<file path="src/rtl/id_ex_stage.sv">
// ---------------------------------------------------------------------------
// id_ex_stage
// ID/EX pipeline register placed directly in front of the ALU. Each cycle it
// captures a decoded instruction, derives the 3-bit ALU opcode from
// aluop/funct, resolves operands A and B (EX/MEM and MEM/WB forwarding plus
// sign-extended immediate) and presents them registered one cycle later.
//
// Ports:
//   clk, rst_n             clock (rising edge), async active-low reset
//   stall, flush           hazard-unit control (flush wins over stall)
//   in_valid               incoming instruction is valid
//   aluop, funct           main-decoder ALU class and R-type function field
//   alusrc                 1 = operand B takes the sign-extended immediate
//   rs_addr/rt_addr        source register indices
//   rs_data/rt_data        register-file read values
//   imm16                  instruction immediate
//   exmem_*                EX/MEM regwrite, destination and ALU result
//   memwb_*                MEM/WB regwrite, destination and writeback value
//   out_valid              registered outputs hold a valid instruction
//   alu_opcode/alu_a/alu_b registered ALU inputs
//   store_data             forwarded rt value for stores
//   illegal                unsupported aluop/funct combination captured
// ---------------------------------------------------------------------------
module id_ex_stage #(
  parameter int WIDTH      = 32,
  parameter int REG_ADDR_W = 5
) (
  input  logic                  clk,
  input  logic                  rst_n,
  input  logic                  stall,
  input  logic                  flush,
  input  logic                  in_valid,
  input  logic [1:0]            aluop,
  input  logic [5:0]            funct,
  input  logic                  alusrc,
  input  logic [REG_ADDR_W-1:0] rs_addr,
  input  logic [REG_ADDR_W-1:0] rt_addr,
  input  logic [WIDTH-1:0]      rs_data,
  input  logic [WIDTH-1:0]      rt_data,
  input  logic [15:0]           imm16,
  input  logic                  exmem_regwrite,
  input  logic [REG_ADDR_W-1:0] exmem_rd,
  input  logic [WIDTH-1:0]      exmem_res,
  input  logic                  memwb_regwrite,
  input  logic [REG_ADDR_W-1:0] memwb_rd,
  input  logic [WIDTH-1:0]      memwb_res,
  output logic                  out_valid,
  output logic [2:0]            alu_opcode,
  output logic [WIDTH-1:0]      alu_a,
  output logic [WIDTH-1:0]      alu_b,
  output logic [WIDTH-1:0]      store_data,
  output logic                  illegal
);

  localparam logic [2:0] OP_AND = 3'b000;
  localparam logic [2:0] OP_OR  = 3'b001;
  localparam logic [2:0] OP_ADD = 3'b010;
  localparam logic [2:0] OP_SUB = 3'b110;
  localparam logic [2:0] OP_SLT = 3'b111;

  logic [2:0]       op_next;
  logic             illegal_next;
  logic [WIDTH-1:0] fwd_a;
  logic [WIDTH-1:0] fwd_b;
  logic [WIDTH-1:0] imm_ext;
  logic [WIDTH-1:0] b_next;

  // Unsupported combinations still issue as an add so the ALU sees a defined
  // opcode; the illegal flag lets the exception logic act on it.
  always_comb begin
    op_next      = OP_ADD;
    illegal_next = 1'b0;
    case (aluop)
      2'b00: op_next = OP_ADD;
      2'b01: op_next = OP_SUB;
      2'b10: begin
        case (funct)
          6'b100000: op_next = OP_ADD;
          6'b100010: op_next = OP_SUB;
          6'b100100: op_next = OP_AND;
          6'b100101: op_next = OP_OR;
          6'b101010: op_next = OP_SLT;
          default:   illegal_next = 1'b1;
        endcase
      end
      default: illegal_next = 1'b1;
    endcase
  end

  // EX/MEM is the younger producer, so it takes priority; $zero never forwards.
  logic exmem_hit_a, memwb_hit_a, exmem_hit_b, memwb_hit_b;

  assign exmem_hit_a = exmem_regwrite && (exmem_rd != '0) && (exmem_rd == rs_addr);
  assign memwb_hit_a = memwb_regwrite && (memwb_rd != '0) && (memwb_rd == rs_addr);
  assign exmem_hit_b = exmem_regwrite && (exmem_rd != '0) && (exmem_rd == rt_addr);
  assign memwb_hit_b = memwb_regwrite && (memwb_rd != '0) && (memwb_rd == rt_addr);

  always_comb begin
    fwd_a = rs_data;
    if (exmem_hit_a)      fwd_a = exmem_res;
    else if (memwb_hit_a) fwd_a = memwb_res;
  end

  always_comb begin
    fwd_b = rt_data;
    if (exmem_hit_b)      fwd_b = exmem_res;
    else if (memwb_hit_b) fwd_b = memwb_res;
  end

  assign imm_ext = {{(WIDTH-16){imm16[15]}}, imm16};
  assign b_next  = alusrc ? imm_ext : fwd_b;

  // Held operands are deliberately not re-resolved during a stall.
  always_ff @(posedge clk or negedge rst_n) begin
    if (!rst_n) begin
      out_valid  <= 1'b0;
      illegal    <= 1'b0;
      alu_opcode <= OP_AND;
      alu_a      <= '0;
      alu_b      <= '0;
      store_data <= '0;
    end else if (flush || (!stall && !in_valid)) begin
      out_valid  <= 1'b0;
      illegal    <= 1'b0;
      alu_opcode <= OP_AND;
      alu_a      <= '0;
      alu_b      <= '0;
      store_data <= '0;
    end else if (!stall) begin
      out_valid  <= 1'b1;
      illegal    <= illegal_next;
      alu_opcode <= op_next;
      alu_a      <= fwd_a;
      alu_b      <= b_next;
      store_data <= fwd_b;
    end
  end

endmodule

</file>
<file path="config.mk">
export PLATFORM = sky130hd
export DESIGN_NAME = id_ex_stage
export DESIGN_NICKNAME = d
export VERILOG_FILES = /design/src/rtl/id_ex_stage.sv
export SDC_FILE = /design/constraint.sdc
export NUM_CORES = 1
export LEC_CHECK = 0
export ABC_CLOCK_PERIOD_IN_PS = 1300
export CAP_MARGIN = 0
export CORE_UTILIZATION = 42
export DETAILED_ROUTE_END_ITERATION = 12
export PLACE_DENSITY = 0.92
export SLEW_MARGIN = 25
export SYNTH_ARGS = -nofsm -noshare
export SYNTH_HDL_FRONTEND = slang
export SYNTH_SLANG_ARGS = --single-unit
</file>
<file path="constraint.sdc">
create_clock -name clk -period 1.3 [get_ports clk]
set_clock_uncertainty 0.1 [all_clocks]
set_input_delay 0.195 -clock clk [delete_from_list [all_inputs] [get_ports clk]]
set_output_delay 0.195 -clock clk [all_outputs]
set_load 0.005 [all_outputs]
</file>
==> results of run 1 <==
path summary, 6_finish.rpt:
kind,from,end,slack [ns],cells past startpoint
setup / recovery,exmem_rd[2],alu_a[14]$_DFFE_PN0P_,-0.64,12
hold / removal,rst_n,alu_a[3]$_DFFE_PN0P_,0.13,2
setup reg to reg,alu_b[24]$_DFFE_PN0P_,alu_b[24]$_DFFE_PN0P_,-0.03,4
hold reg to reg,store_data[2]$_DFFE_PN0P_,store_data[2]$_DFFE_PN0P_,0.39,2
max in group asynchronous,rst_n,alu_b[14]$_DFFE_PN0P_,0.40,3
min in group clk,flush,out_valid$_DFFE_PN0P_,0.17,2
cell families (layout without fill, tap and decap cells):
| logic type | after synthesis | count (layout) | synth area share |
|---|---|---|---|
| buf+inv | 74 | 486 | 0.05203 |
| flops | 101 | 101 | 0.4255 |
| other cells | 0 | 1 | 0 |
| xor+xnor | 20 | 20 | 0.02949 |
| mux | 6 | 6 | 0.01011 |
| compound gates | 272 | 272 | 0.3326 |
| fa+ha+maj | 3 | 3 | 0.006320 |
| simple gates | 177 | 178 | 0.1439 |
critical path: cells and delay by family:
kind                   cells  cell delay [ns]
buffers and inverters      7             0.94
AO/OA/AOI/OAI              2             0.40
AND/OR/NAND/NOR            2             0.35
XOR/XNOR                   1             0.14
flip-flops by register name (all words and copies together), names as in the netlist:
name and count:
alu_a 32, alu_b 32, alu_opcode 3, illegal 1, out_valid 1, store_data 32
cell usage in the layout, fill, tap and decap left out, types with 26 or more instances in the layout:
| cell | count |
|---|---|
| clkdlybuf4s50_1 | 151 |
| dlygate4sd2_1 | 29 |
| nand2_1 | 78 |
| buf_4 | 120 |
| o31ai_1 | 26 |
| buf_12 | 32 |
| o21ai_1 | 44 |
| clkdlybuf4s15_1 | 76 |
| a221oi_4 | 27 |
| dfrtp_1 | 100 |
final cells by class:
cell class,instances,share of cell area
inverter,12,0.003673
antenna,1,0.0002041
sequential,101,0.2062
tap,180,0.01837
clock buffer,11,0.02061
multi-input combinational,479,0.3597
timing repair buffer,459,0.3835
clock inverter,4,0.007754
synth_stat cells, types with 6 or more instances:
| cell | count |
|---|---|
| dfrtp_1 | 101 |
| nand2_1 | 80 |
| o21ai_0 | 52 |
| a221oi_1 | 48 |
| o31ai_1 | 48 |
| clkbuf_1 | 46 |
| nor2_1 | 28 |
| and2_1 | 23 |
| a22oi_1 | 22 |
| a211oi_1 | 20 |
| a22o_1 | 20 |
| xnor2_1 | 20 |
| a21oi_1 | 13 |
| buf_2 | 13 |
| inv_1 | 12 |
| o21ai_1 | 12 |
| a41oi_1 | 11 |
| nand4_1 | 9 |
| nor3_1 | 7 |
| mux2i_1 | 6 |
| nand3_1 | 6 |
| o211ai_1 | 6 |
timing repair:
| item | 4_1_cts | 5_1_grt |
|---|---|---|
| pin swaps | 60 | 54 |
| buffers inserted | 37 | 40 |
| cloned | 11 | 2 |
| setup endpoints to repair | 201 | 171 |
| hold buffers | 1 | 0 |
| hold endpoints to repair | 101 | 0 |
| resized for setup | 370 | 177 |
power breakdown:
part           switching [mW]  internal (mW)  leakage, nW
registers              0.0962           3.27         1.38
clock network            1.36           1.98        0.172
logic                    1.36           1.52         3.63
routing by layer:
| layer | share of wire | GRT usage |
|---|---|---|
| met5 | 0 | 0 |
| met3 | 0.12 | 0.08412 |
| met1 | 0.33 | 0.4992 |
| met2 | 0.47 | 0.7193 |
| met4 | 0.084 | 0.2785 |
==> impl_metrics.py, run 1 <==
metrics = {
    "floorplan": {
        "start_util": 0.4296,
        "io_pins": 281,
        "coreArea_mm2": 0.01383,
        "die_x_um": 120.9,
        "die_h_um": 120.9,
        "die-area_mm2": 0.01462,
        "fp-row-count": 43,
    },
    "worst_setup_path": {
        "slowest_stage": "o21ai_1",
        "max_stage_delay_ns": 0.36,
        "required_ns": 1.40,
        "end_kind": "flip-flop",
        "crit_chain": "buf_6, buf_4, xnor2_2, nand4_1, buf_4, buf_4, nor3_4, buf_6, buf_12, buf_16, a221oi_2, o21ai_1",
        "critPathLaunchType": "input port",
        "cpMostUsedCell": "buf_4",
        "critPathMaxFanout": 6,
        "critPathKind": "input port to flip-flop",
        "critPathArrivalTime_ns": 2.05,
    },
    "layout": {
        "multi_input_area_mm2": 0.004410,
        "utilization": 0.8869,
        "final_nets": 1245,
        "stdcell_area_mm2": 0.01226,
        "regArea_mm2": 0.002529,
        "synthToLayoutAreaGrowth_pct": 106.5,
        "fillCellCount": 556,
        "fin_cells": 1247,
        "drive_gt1_frac": 0.3659,
    },
    "power": {
        "powerDensity_mw_per_mm2": 781.9,
        "vdd_drop_max_mv": 0.7602,
        "p_leak_nw": 5.178,
        "power_mw": 9.588,
    },
    "cts": {
        "insertion_delay_ns": 0.34,
        "clockBufferDepth": 2,
        "clk_pin_slew_worst_paths_ns": 0.08,
        "clkSinkCount": 101,
        "htree_levels": 3,
        "cts_tree": "done",
        "cts-buffers-inserted": 9,
        "root_buffer": "clkbuf_16",
    },
    "place": {
        "post_dp_cell_area_mm2": 0.009844,
        "dp_hpwl_um": 18420,
        "numPortBuffers": 280,
        "place_congestion": 0.8801,
        "place_ws_ns": -1.201,
        "placed_cells": 1144,
    },
    "routing": {
        "drt_iter0_drc": 1212,
        "ant_nets": 0,
        "routed_wl_um": 36200,
        "route.vias.total": 8640,
        "dr.pass1.iters": 5,
        "drc": 0,
        "avgRoutedWirePerCell_um": 29.03,
        "routed_via_density": 6.929,
    },
    "synth": {
        "avgSynthCellArea_um2": 9.096,
        "syn-num-nets": 836,
        "synth_warnings": 0,
        "yosysTopAreaCell": "dfrtp_1",
        "synth.area.top_cells": "dfrtp_1, a221oi_1, o31ai_1",
        "syn-instance-count": 653,
        "synth_flop_cell": "dfrtp_1",
        "ys_ff_latch": 101,
        "async_flop_share": 1.000,
        "synth_cell_types": 46,
        "netlist_area_mm2": 0.005939,
        "seq_area_frac_synth": 0.4255,
        "synth_edf_count": 0,
        "synthDominantCellAreaShare": 0.4255,
    },
    "sta": {
        "tns_ns": -40.69,
        "setup_viol_count_final": 105,
        "period_share": 1.496,
        "hold_violations": 0,
        "slew_headroom": 0.7138,
        "maxClockFrequency_mhz": 514.3,
        "grt_setup_unrepaired": "true",
        "worst_slew_pin_slew_ns": 0.4267,
        "finalMaxSlewViolations": 0,
        "fin_crit_ns": 1.944,
        "setup_ws_ns": -0.6445,
        "whs_ns": 0.1311,
    },
    "global_routing": {
        "grt_start_max_net_pins": 49,
        "track_usage": 0.4289,
        "globalRouteOverflowTotal": 0,
        "grt_pass1_wl_um": 46770,
        "grt_pass1_vias": 8245,
        "antenna_found_initial": 0,
    },
    "hold_path": {
        "hold_path.class": "input port to async pin",
    },
    "run_status": {
        "violations": "setup timing",
        "status": "finished, violations left",
    },
    "run": {
        "maxCapViolations": 0,
    },
}
Power figures use the tool's default switching activity.
==> run 2, diff against run 1 <==
Settings changed: CAP_MARGIN 0 to default, PLACE_DENSITY 0.92 to default, PLACE_DENSITY_LB_ADDON from default to 0.3.
==> run 2 against run 1 <==
The run still ends with setup timing left. Worst hold slack improved by 0.021 ns. Via count decreased by 1.9%. Sequential share of layout area about the same. Combinational power decreased by 2%. Global-route usage decreased by 2.9 points. Wire length decreased by 6.7%. Core utilization about the same. First-iteration DRC count decreased by 4.0%. Critical path depth decreased by 4. Die area unchanged. Flip-flop and latch count unchanged. Largest power group unchanged.
==> impl_metrics.py, run 2 (synthesized netlist as in run 1, its figures left out) <==
metrics = {
    "run_status": {
        "status": "finished, violations left",
        "violations": "setup timing",
    },
    "layout": {
        "layout_common_cells": "clkdlybuf4s50_1, buf_4, dfrtp_1",
        "synthToLayoutAreaGrowth_pct": 106.6,
        "final_common_cell": "clkdlybuf4s50_1",
        "top_regs": "alu_a x32, alu_b x32, store_data x32",
        "drive_gt1_frac": 0.3676,
        "final_nets": 1259,
    },
    "sta": {
        "worst_slew_pin_slew_ns": 0.5966,
        "maxClockFrequency_mhz": 520.3,
        "setup_viol_count_final": 97,
        "slew_headroom": 0.6023,
        "fin_crit_ns": 1.922,
        "hold_violations": 0,
        "setup_ws_ns": -0.6219,
        "finalMaxSlewViolations": 0,
        "period_share": 1.478,
        "grt_setup_unrepaired": "true",
    },
    "power": {
        "seq_power_share": 0.368,
        "p_sw_mw": 2.679,
        "powerDensity_mw_per_mm2": 748.9,
        "p_sw_frac": 0.2915,
        "power_mw": 9.188,
        "p_clk_frac": 0.324,
        "p_leak_nw": 5.146,
        "pwr-share-comb": 0.308,
        "intPower_mw": 6.509,
        "vdd_drop_max_mv": 0.6392,
    },
    "cts": {
        "root_buffer": "clkbuf_16",
        "clkSinkCount": 101,
        "clockBufferDepth": 2,
        "htree_levels": 3,
        "clk_pin_slew_worst_paths_ns": 0.07,
        "cts-buffers-inserted": 9,
        "cts_tree": "done",
        "insertion_delay_ns": 0.34,
    },
    "floorplan": {
        "coreArea_mm2": 0.01383,
        "die_h_um": 120.9,
        "fp-row-count": 43,
        "io_pins": 281,
        "die_x_um": 120.9,
        "start_util": 0.4296,
        "die-area_mm2": 0.01462,
    },
    "worst_setup_path": {
        "end_kind": "flip-flop",
        "critPathLaunchType": "input port",
        "critPathMaxFanout": 4,
        "critPathArrivalTime_ns": 2.04,
        "critPathKind": "input port to flip-flop",
        "required_ns": 1.42,
    },
    "place": {
        "numPortBuffers": 280,
        "place_ws_ns": -1.310,
        "place_congestion": 0.9594,
        "dp_hpwl_um": 18400,
    },
    "global_routing": {
        "grt_start_max_net_pins": 32,
        "grt_pass1_wl_um": 44490,
        "track_usage": 0.4002,
        "antenna_found_initial": 1,
        "grt_pass1_vias": 8258,
        "globalRouteOverflowTotal": 0,
    },
    "routing": {
        "ant_nets": 0,
        "avgRoutedWirePerCell_um": 26.80,
        "route.vias.total": 8476,
        "drt_iter0_drc": 1163,
        "dr.pass1.iters": 6,
        "drc": 0,
        "routed_wl_um": 33790,
        "routed_via_density": 6.722,
    },
    "hold_path": {
        "hold_path.class": "input port to flip-flop",
    },
    "run": {
        "maxCapViolations": 0,
    },
}
run 2: per-layer routing:
| layer | part of all wire | routed length [µm] | up-vias | GRT usage |
|---|---|---|---|---|
| li1 | - | - | 3376 | - |
| met4 | 0.076 | 2577 | 0 | 0.2407 |
| met5 | 0 | 0 | - | 0 |
| met3 | 0.12 | 4094 | 263 | 0.09117 |
| met1 | 0.34 | 11340 | 3976 | 0.4820 |
| met2 | 0.47 | 15780 | 861 | 0.6514 |
run 2: cell type report:
cell class	count	area (µm²)
timing repair buffer	474	4915
tap	180	225.2
clock buffer	10	229.0
inverter	12	45.04
sequential	101	2527
antenna	1	2.502
multi-input combinational	478	4240
clock inverter	5	85.08
fill	560	1558
run 2: through the flow:
step | utilization | hold WS (ns) | std cells | area (µm²) | setup TNS, ns
floorplan | - | -0.2006 | 653 | 6152 | -44.58
detailed placement | 0.7212 | 0.006082 | 1156 | 9972 | -111.07
global route | 0.8872 | 0.1617 | 1260 | 12270 | -45.20
global placement | 0.7198 | 0.007671 | 1155 | 9952 | -116.47
finish | 0.8873 | 0.1522 | 1261 | 12270 | -42.23
CTS | 0.8310 | 0.09967 | 1227 | 11490 | -38.12
run 2: final timing paths:
check,to,startpoint,slack [ns],cells after the start
hold reg to reg,alu_opcode[1]$_DFFE_PN0P_,alu_opcode[1]$_DFFE_PN0P_,0.39,2
hold / removal,out_valid$_DFFE_PN0P_,flush,0.15,2
min in group asynchronous,alu_b[3]$_DFFE_PN0P_,rst_n,0.18,2
setup reg to reg,alu_b[23]$_DFFE_PN0P_,alu_b[23]$_DFFE_PN0P_,-0.12,4
max in group asynchronous,alu_a[18]$_DFFE_PN0P_,rst_n,0.42,3
setup / recovery,alu_a[18]$_DFFE_PN0P_,rs_addr[3],-0.62,8
run 2: power groups by stage:
stage	Sequential, mW	Combinational [mW]	Clock, mW
global route	3.38	2.94	3.08
detailed placement	3.42	2.16	0
CTS	3.36	2.43	2.93
finish	3.38	2.83	2.98
global placement	3.42	2.11	0
floorplan	3.42	0.701	0
run 2: what timing repair did:
item                                    CTS  global route
endpoints found under the hold margin   101             0
hold buffers                              1             0
endpoints found under the setup margin  201           154
pin swaps                                47            62
gates cloned                              9             6
setup buffers                            46            32
gates resized for setup                 389           159
run 2: worst max-delay path, cell delays in order:
cell and delay, ns:
dlygate4sd2_1 0.28, xnor2_2 0.17, nand2_2 0.09, buf_4 0.15, nor3_4 0.48, clkbuf_16 0.28, a221oi_2 0.04, o31ai_1 0.35
==> run 3, diff against run 2 <==
Settings changed: HOLD_SLACK_MARGIN from default to 0.1, PLACE_DENSITY from default to 0.8, PLACE_DENSITY_LB_ADDON 0.3 to default.
==> run 3 against run 2 <==
The run still ends with setup timing left. Wire length decreased by 3.3%. Count of clock-buffer cells in the layout increased by 1. Core utilization decreased by 0.17 points. Setup slack improved by 0.12 ns. Power decreased by 4.5%. Critical path depth unchanged. Largest cell class unchanged.
==> impl_metrics.py, run 3 (synthesized netlist as in run 1, its figures left out) <==
metrics = {
    "run_status": {
        "status": "finished, violations left",
        "violations": "setup timing",
    },
    "cts": {
        "clockBufferDepth": 2,
        "clkSinkCount": 101,
        "insertion_delay_ns": 0.34,
        "htree_levels": 3,
        "root_buffer": "clkbuf_16",
        "cts_tree": "done",
        "cts-buffers-inserted": 9,
        "clk_pin_slew_worst_paths_ns": 0.07,
    },
    "floorplan": {
        "io_pins": 281,
        "die-area_mm2": 0.01462,
        "start_util": 0.4296,
        "coreArea_mm2": 0.01383,
        "fp-row-count": 43,
        "die_h_um": 120.9,
        "die_x_um": 120.9,
    },
    "sta": {
        "finalMaxSlewViolations": 0,
        "slew_headroom": 0.5851,
        "setup_ws_ns": -0.5003,
        "grt_setup_unrepaired": "true",
        "maxClockFrequency_mhz": 555.4,
        "worst_slew_pin_slew_ns": 0.6187,
        "setup_viol_count_final": 96,
        "period_share": 1.385,
        "hold_violations": 0,
        "tns_ns": -36.12,
        "fin_crit_ns": 1.800,
    },
    "place": {
        "place_ws_ns": -1.176,
        "numPortBuffers": 280,
        "dp_hpwl_um": 18580,
        "place_congestion": 0.9646,
    },
    "global_routing": {
        "track_usage": 0.3755,
        "busiest_layer": "met2",
        "globalRouteOverflowTotal": 0,
        "grt_start_max_net_pins": 57,
        "use_met3": 0.05733,
        "antenna_found_initial": 0,
        "grt_pass1_wl_um": 42150,
        "grt_use_met1": 0.4553,
        "grtUsageMet2": 0.6475,
        "grt_pass1_vias": 7745,
    },
    "layout": {
        "layout_common_cells": "clkdlybuf4s50_1, dfrtp_1, buf_4",
        "final_nets": 1227,
        "synthToLayoutAreaGrowth_pct": 106.2,
        "n_antenna_cell": 0,
        "drive_gt1_frac": 0.3499,
        "top_regs": "alu_a x32, alu_b x32, store_data x32",
        "final_common_cell": "clkdlybuf4s50_1",
    },
    "routing": {
        "route.vias.total": 8199,
        "ant_nets": 0,
        "routed_wl_um": 32680,
        "drt_iter0_drc": 1021,
        "dr.pass1.iters": 6,
        "avgRoutedWirePerCell_um": 26.59,
        "routed_via_density": 6.671,
        "drc": 0,
    },
    "worst_setup_path": {
        "critPathKind": "input port to flip-flop",
        "required_ns": 1.42,
        "critPathLaunchType": "input port",
        "critPathMaxFanout": 7,
        "max_stage_delay_ns": 0.56,
        "crit_chain": "buf_6, or4_4, o211ai_4, or2_4, buf_8, buf_12, nor2_4, o31ai_2",
        "end_kind": "flip-flop",
        "slowest_stage": "or4_4",
        "critPathArrivalTime_ns": 1.93,
    },
    "power": {
        "power_mw": 8.779,
        "p_leak_nw": 6.039,
        "vdd_drop_max_mv": 0.5725,
        "powerDensity_mw_per_mm2": 716.9,
    },
    "run": {
        "maxCapViolations": 0,
    },
    "hold_path": {
        "hold_path.class": "input port to flip-flop",
    },
}
-- run 3: changes by cell type in the layout (fill, tap and decap cells not counted), moves of 8 or more --
cell and delta:
buf_6 +9, dlymetal6s2s_1 +71, o21ai_0 +9, nor2_1 -14, o31ai_2 +15, nor2_2 +8, clkdlybuf4s15_1 -58, o31ai_1 -14
clkbuf_2 -12, o21ai_2 -17, buf_4 -33
-- run 3: critical path: cells and delay by family --
family / cells / cell delay [ns]
simple gates: 3 / 0.84
compound gates: 2 / 0.50
buf+inv: 3 / 0.39
-- run 3: worst paths after layout --
kind	start	to	slack [ns]	cells after the start
max	exmem_rd[4]	store_data[8]$_DFFE_PN0P_	-0.50	8
min	in_valid	out_valid$_DFFE_PN0P_	0.09	3
max reg2reg	alu_b[24]$_DFFE_PN0P_	alu_b[24]$_DFFE_PN0P_	0.06	3
min reg2reg	alu_a[15]$_DFFE_PN0P_	alu_a[15]$_DFFE_PN0P_	0.39	2
max in group asynchronous	rst_n	alu_b[27]$_DFFE_PN0P_	0.32	3
min in group asynchronous	rst_n	store_data[27]$_DFFE_PN0P_	0.29	3
-- run 3: layer usage --
layer  routed length, µm  up-vias
met3                3262      203
met1               11250     3966
met2               16050      714
met4                2122        0
li1                    -     3316
met5                   0        -
-- run 3: per-stage QoR --
stage	utilization	hold WS [ns]	instance area [µm²]	std cells
2_1_floorplan	-	-0.2006	6152	653
3_3_place_gp	0.7118	-0.09421	9842	1142
3_5_place_dp	0.7118	-0.09303	9842	1142
4_1_cts	0.8054	0.3031	11140	1187
5_1_grt	0.8856	0.09757	12250	1229
6_report	0.8856	0.09474	12250	1229
-- run 3: timing repair --
item                                   4_1_cts  5_1_grt
cloned                                       5        7
setup endpoints to repair                  201      170
endpoints found under the hold margin      101        0
buffers inserted                            22       36
resized for setup                          283      206
pin swaps                                   52       46
hold buffers                                 2        0
-- run 3: layout make-up --
type / count / area, µm²
Timing Repair Buffer: 442 / 4846
Multi-Input combinational cell: 478 / 4323
Sequential cell: 101 / 2527
Fill cell: 586 / 1582
Clock buffer: 11 / 242.7
Tap cell: 180 / 225.2
Inverter: 12 / 45.04
Clock inverter: 5 / 36.28
-- run 3: where the power goes --
group	total, mW	switching (mW)	internal (mW)	leakage, nW
clock	2.65	1.29	1.36	0.128
sequential	3.37	0.0965	3.27	1.38
combinational	2.76	1.26	1.50	4.53
